**config.mk**
```make
export PLATFORM = sky130hd
export DESIGN_NAME = adc_frame_writer
export DESIGN_NICKNAME = d
export VERILOG_FILES = /design/src/rtl/adc_frame_writer.sv
export SDC_FILE = /design/constraint.sdc
export NUM_CORES = 1
export LEC_CHECK = 0
export CAP_MARGIN = 0
export CELL_PAD_IN_SITES_DETAIL_PLACEMENT = 0
export CELL_PAD_IN_SITES_GLOBAL_PLACEMENT = 1
export CORE_MARGIN = 5
export CORE_UTILIZATION = 40
export CTS_BUF_LIST = sky130_fd_sc_hd__clkbuf_8
export DETAILED_ROUTE_END_ITERATION = 8
export DONT_BUFFER_PORTS = 1
export PLACE_DENSITY = 0.77
export SYNTH_ARGS = -nofsm -noshare
export SYNTH_HDL_FRONTEND = slang
export SYNTH_SLANG_ARGS = --single-unit
```
**constraint.sdc**
```tcl
create_clock -name sys_clk -period 5.6 [get_ports sys_clk]
set_clock_uncertainty 0.15 [all_clocks]
set_input_delay 0.84 -clock sys_clk [delete_from_list [all_inputs] [get_ports sys_clk]]
set_output_delay 0.84 -clock sys_clk [all_outputs]
set_load 0.05 [all_outputs]
```
**src/rtl/adc_frame_writer.sv**
```systemverilog
// Snapshots NUM_CH ADC samples on a rising adc_read_done and writes them, two per word,
// into a circular RAM window [BASE_ADDR..LAST_ADDR]. Adds overrun, frame counter and done pulse.
module adc_frame_writer #(
    parameter int unsigned NUM_CH    = 8,
    parameter int unsigned SAMPLE_W  = 16,
    parameter int unsigned ADDR_W    = 14,
    parameter int unsigned BASE_ADDR = 1,
    parameter int unsigned LAST_ADDR = 32'h3F7,
    parameter int unsigned GAP       = 1
) (
    input  logic                         sys_clk,
    input  logic                         rst_n,
    input  logic                         enable,
    input  logic                         adc_read_done,
    input  logic [NUM_CH*SAMPLE_W-1:0]   adc_data,
    input  logic                         clear_overrun,
    output logic [ADDR_W-1:0]            mem_wr_addr,
    output logic [2*SAMPLE_W-1:0]        mem_wr_data,
    output logic                         mem_wr_en,
    output logic                         busy,
    output logic                         frame_done,
    output logic                         overrun,
    output logic [15:0]                  frame_count
);

    localparam int unsigned WORD_W = 2 * SAMPLE_W;
    localparam int unsigned DATA_W = NUM_CH * SAMPLE_W;
    localparam int unsigned WORDS  = NUM_CH / 2;
    localparam int unsigned K_W    = $clog2(WORDS + 1);
    localparam int unsigned LAST_K = WORDS - 1;

    typedef enum logic [1:0] {
        S_IDLE  = 2'd0,
        S_WRITE = 2'd1,
        S_GAP   = 2'd2
    } state_t;

    state_t              r_state;
    state_t              w_state_nxt;
    logic                r_prev;
    logic [DATA_W-1:0]   r_snap;
    logic [K_W-1:0]      r_k;
    logic [ADDR_W-1:0]   r_addr;
    logic [WORD_W-1:0]   r_data;
    logic                r_wr_en;
    logic                r_busy;
    logic                r_done;
    logic                r_ovr;
    logic [15:0]         r_count;

    logic                w_trig;
    logic                w_last;
    logic                w_snap_load;
    logic [K_W-1:0]      w_k_nxt;
    logic [K_W-1:0]      w_k_inc;
    logic [ADDR_W-1:0]   w_addr_inc;
    logic [ADDR_W-1:0]   w_addr_nxt;
    logic [WORD_W-1:0]   w_data_nxt;
    logic [WORD_W-1:0]   w_word_cur;
    logic [WORD_W-1:0]   w_word_inc;
    logic                w_wr_en_nxt;
    logic                w_done_nxt;
    logic                w_ovr_nxt;
    logic [15:0]         w_count_nxt;

    assign w_trig     = adc_read_done & ~r_prev;
    assign w_last     = (r_k == K_W'(LAST_K));
    assign w_k_inc    = r_k + K_W'(1);
    assign w_addr_inc = (r_addr >= ADDR_W'(LAST_ADDR)) ? ADDR_W'(BASE_ADDR)
                                                       : r_addr + ADDR_W'(1);

    // Snapshot word select for the current index and the one after it
    always_comb begin
        w_word_cur = '0;
        w_word_inc = '0;
        for (int i = 0; i < int'(WORDS); i++) begin
            if (r_k == K_W'(i))
                w_word_cur = r_snap[i*WORD_W +: WORD_W];
            if (w_k_inc == K_W'(i))
                w_word_inc = r_snap[i*WORD_W +: WORD_W];
        end
    end

    // Next-state and next-output logic; outputs are registered from these values
    always_comb begin
        w_state_nxt = r_state;
        w_k_nxt     = r_k;
        w_addr_nxt  = r_addr;
        w_data_nxt  = r_data;
        w_wr_en_nxt = 1'b0;
        w_done_nxt  = 1'b0;
        w_count_nxt = r_count;
        w_snap_load = 1'b0;
        w_ovr_nxt   = r_ovr;

        if (clear_overrun)
            w_ovr_nxt = 1'b0;
        if (w_trig && (r_state != S_IDLE))
            w_ovr_nxt = 1'b1;

        case (r_state)
            S_IDLE: begin
                if (w_trig && enable) begin
                    w_snap_load = 1'b1;
                    w_k_nxt     = '0;
                    w_state_nxt = S_WRITE;
                    w_wr_en_nxt = 1'b1;
                    w_data_nxt  = adc_data[WORD_W-1:0];
                end
            end
            S_WRITE: begin
                w_addr_nxt = w_addr_inc;
                if (w_last) begin
                    w_state_nxt = S_IDLE;
                    w_done_nxt  = 1'b1;
                    w_count_nxt = r_count + 16'd1;
                end else begin
                    w_k_nxt = w_k_inc;
                    if (GAP != 0) begin
                        w_state_nxt = S_GAP;
                    end else begin
                        w_state_nxt = S_WRITE;
                        w_wr_en_nxt = 1'b1;
                        w_data_nxt  = w_word_inc;
                    end
                end
            end
            S_GAP: begin
                w_state_nxt = S_WRITE;
                w_wr_en_nxt = 1'b1;
                w_data_nxt  = w_word_cur;
            end
            default: begin
                w_state_nxt = S_IDLE;
            end
        endcase
    end

    // State and output registers
    always_ff @(posedge sys_clk or negedge rst_n) begin
        if (!rst_n) begin
            r_state <= S_IDLE;
            r_prev  <= 1'b0;
            r_snap  <= '0;
            r_k     <= '0;
            r_addr  <= ADDR_W'(BASE_ADDR);
            r_data  <= '0;
            r_wr_en <= 1'b0;
            r_busy  <= 1'b0;
            r_done  <= 1'b0;
            r_ovr   <= 1'b0;
            r_count <= '0;
        end else begin
            r_state <= w_state_nxt;
            r_prev  <= adc_read_done;
            if (w_snap_load)
                r_snap <= adc_data;
            r_k     <= w_k_nxt;
            r_addr  <= w_addr_nxt;
            r_data  <= w_data_nxt;
            r_wr_en <= w_wr_en_nxt;
            r_busy  <= (w_state_nxt != S_IDLE);
            r_done  <= w_done_nxt;
            r_ovr   <= w_ovr_nxt;
            r_count <= w_count_nxt;
        end
    end

    assign mem_wr_addr = r_addr;
    assign mem_wr_data = r_data;
    assign mem_wr_en   = r_wr_en;
    assign busy        = r_busy;
    assign frame_done  = r_done;
    assign overrun     = r_ovr;
    assign frame_count = r_count;

endmodule

```
==> reports/metrics.yaml <==
synth:
  synth_mux_area_frac: 0.00282
  synth_top_area_share: 0.562
  synth_xor_area_frac: 0.0247
  yosysWarnings: 0
  synth_edf_count: 0
  yosysTopAreaCell: "dfrtp_1"
  synth_top_cells_by_area: "dfrtp_1, nand2_1, a32oi_1"
  syn_area_per_cell_um2: 8.87
  ys_seq_area_frac: 0.565
  synthesis.nets: 1139
  synth_cell_types: 37
  synth_area_mm2: 0.00886
  synth-seq-cells: 200
  synthAdderAreaFrac: 0.00988
  async_flop_share: 1.00
  synth-simple-area-share: 0.261
  postSynth.topFlopCell: "dfrtp_1"
  synth_compound_area_frac: 0.101
  synth_top_family_by_area: "simple AND/OR/NAND/NOR gates"
  synth_cells: 999
timing:
  holdWs_ps: 74.8
  setup_viol: 0
  hold_viol: 0
  rsz0062_at_grt: "no"
  tightest_slew_ps: 1150
  fin_crit_ps: 2760
  slew_headroom: 0.234
  timing.final.crit_share: 0.493
  setup_tns_ps: 0
  maxSlewViolCount: 0
  fmax_mhz: 362
routing:
  drtAntennaViolNets: 0
  drt_iter0_drc: 455
  routed_wl_mm: 23.4
  vias: 6691
  drc: 0
  firstDrtPassIters: 5
  drt-vias-per-instance: 5.34
  wl_per_cell_um: 18.7
power_and_ir_drop:
  power_uw: 5540
  power.density_mw_per_mm2: 587
  leakage_uw: 0.00449
  ir_drop_mv: 0.205
worst_setup_path:
  slowest_delay_ps: 850
  worst-r2r-setup-slack_ps: 2840
  cp.arrival_ps: 2980
  reg2regPathDepth: 5
  path_cells: "nor2_1 > and3_4 > buf_4 > nand2_1 > o211ai_1"
  crit_path_max_fanout: 90
  cp-start-kind: "register"
  cp-end-kind: "register"
  r2r_end: "mem_wr_data[14]"
  slowest_stage: "and3_4"
  worstPathRequired_ps: 5820
  timing.rr.start: "r_state[0]"
  worst-setup-path-type: "register to register"
clock_tree:
  clk_latency_ps: 460
  cts_made_buffers: 17
  clk_pin_slew_worst_paths_ps: 110
  cts_tree: "yes"
  clockBufferDepth: 2
  htreeDepth: 4
  clock-root-buffer: "clkbuf_8"
  clock_sinks: 200
  cts_resized: 0
cells_and_area:
  layout-drive-gt1-share: 0.0556
  nNetsFinal: 1099
  antenna_cells: 0
  final_area_mm2: 0.00944
  area_growth_pct: 6.48
  final_cells: 1252
placed_design:
  post-dp-hpwl_mm: 14.3
  io_buffer_count: 0
  dp_cells: 1219
  gp_congestion: 0.736
  dpl_cell_area_mm2: 0.00901
floorplanning:
  io_pins: 199
  dieWidth_um: 159
  dieArea_mm2: 0.0252
  design.core.area_mm2: 0.0218
  row_count: 54
  start_util: 0.406
  die_y_um: 159
global_route:
  grt_start_max_net_pins: 200
  grt_pass1_vias: 6725
  grt_pass1_wl_mm: 38.2
  antenna_found_initial: 0
  overflow: 0
  track_usage: 0.185
hold_path:
  hp-class: "primary input to async pin"
job:
  maxCapViolCount: 0
outcome:
  status: "finished, final reports clean"
-- worst max-delay path by stage --
| stage | start | endpoint | depth (start not counted) |
|---|---|---|---|
| after floorplan | mem_wr_addr[0] | mem_wr_addr[8] | 5 |
| after global placement | adc_read_done | r_snap[68] | 5 |
| after detailed placement | adc_read_done | mem_wr_data[16] | 5 |
| after CTS | r_k[0] | frame_count[13] | 7 |
| after global routing | r_k[0] | frame_count[15] | 7 |
| final | r_state[0] | mem_wr_data[14] | 5 |
-- where the power goes --
part	internal [uW]	switching, uW	total [uW]
combinational	632	1010	1640
clock	391	552	943
sequential	2060	898	2960
-- flip-flops by register name, summed over array words and instances, names as in the netlist, 2 cells and up --
signal	count
frame_count	16
r_state	2
r_snap	128
mem_wr_data	32
r_k	3
mem_wr_addr	14
-- cell families (layout without fill, tap and decap cells) --
family | Yosys count | after routing
AO/OA/AOI/OAI | 137 | 137
XOR/XNOR | 25 | 25
adder cells (fa/ha/maj) | 7 | 7
buffers and inverters | 75 | 48
flip-flops | 200 | 200
multiplexers | 2 | 2
AND/OR/NAND/NOR | 553 | 553
-- metrics by stage --
step	setup WS, ps	utilization
after floorplan	3570	-
after global placement	2560	0.413
after detailed placement	2500	0.413
after CTS	2790	0.433
after global routing	2630	0.433
final	2840	0.433
-- cell type report --
cell class,count,area (um2)
well taps,280,350
clock buffers,19,262
repair buffers,8,80.1
clock inverters,13,138
flip-flops and latches,200,5010
fillers,2185,12400
inverters,8,30.0
multi-input cells,724,3570
-- metal layers --
layer  vias to the layer above  track usage  share of wire
li1                       3215            -              -
met1                      3267        0.261           0.47
met2                       189        0.279           0.46
met3                        20       0.0573          0.064
met4                         0       0.0458          0.012
met5                         -            0              0
-- Yosys cell counts (all sizes together) (16+ instances only) --
cell    number
a32oi       32
nand2b      35
nor2        21
a21oi       33
dfrtp      199
o211ai      32
clkbuf      28
buf         39
xnor2       16
o21ai       36
nand3       44
nand2      425
-- layout by cell type (no fill, tap or decap), types with 2 or more instances in the layout --
cell | Yosys | final
ha_2 | 0 | 4
clkinvlp_4 | 0 | 2
o211ai_1 | 32 | 32
nand2_1 | 425 | 425
o21ai_0 | 36 | 36
inv_8 | 0 | 2
clkinv_4 | 0 | 2
nor4_1 | 3 | 3
a31oi_1 | 2 | 2
nor2b_1 | 2 | 2
nand2b_1 | 35 | 34
inv_1 | 8 | 8
xnor2_1 | 16 | 16
clkinv_2 | 0 | 2
or4_1 | 2 | 2
a32oi_1 | 32 | 32
nor3_1 | 2 | 2
nand4b_1 | 3 | 3
clkbuf_8 | 0 | 19
buf_4 | 0 | 7
a21oi_1 | 33 | 33
inv_6 | 0 | 3
xor2_1 | 9 | 9
nand4_1 | 9 | 9
ha_1 | 7 | 3
nand3_1 | 44 | 43
dfrtp_1 | 199 | 199
nor2_1 | 20 | 19
-- critical path, delay by kind of cell (launching register included) --
family,cells,cell delay (ps)
simple gates,3,1260
buf+inv,1,540
compound gates,1,100
flops,1,510
-- repair_timing --
item	CTS	global route
buffers inserted	0	0
hold buffers	1	0
hold endpoints to repair	199	0
No activity file was read; power rests on OpenSTA's default activity.
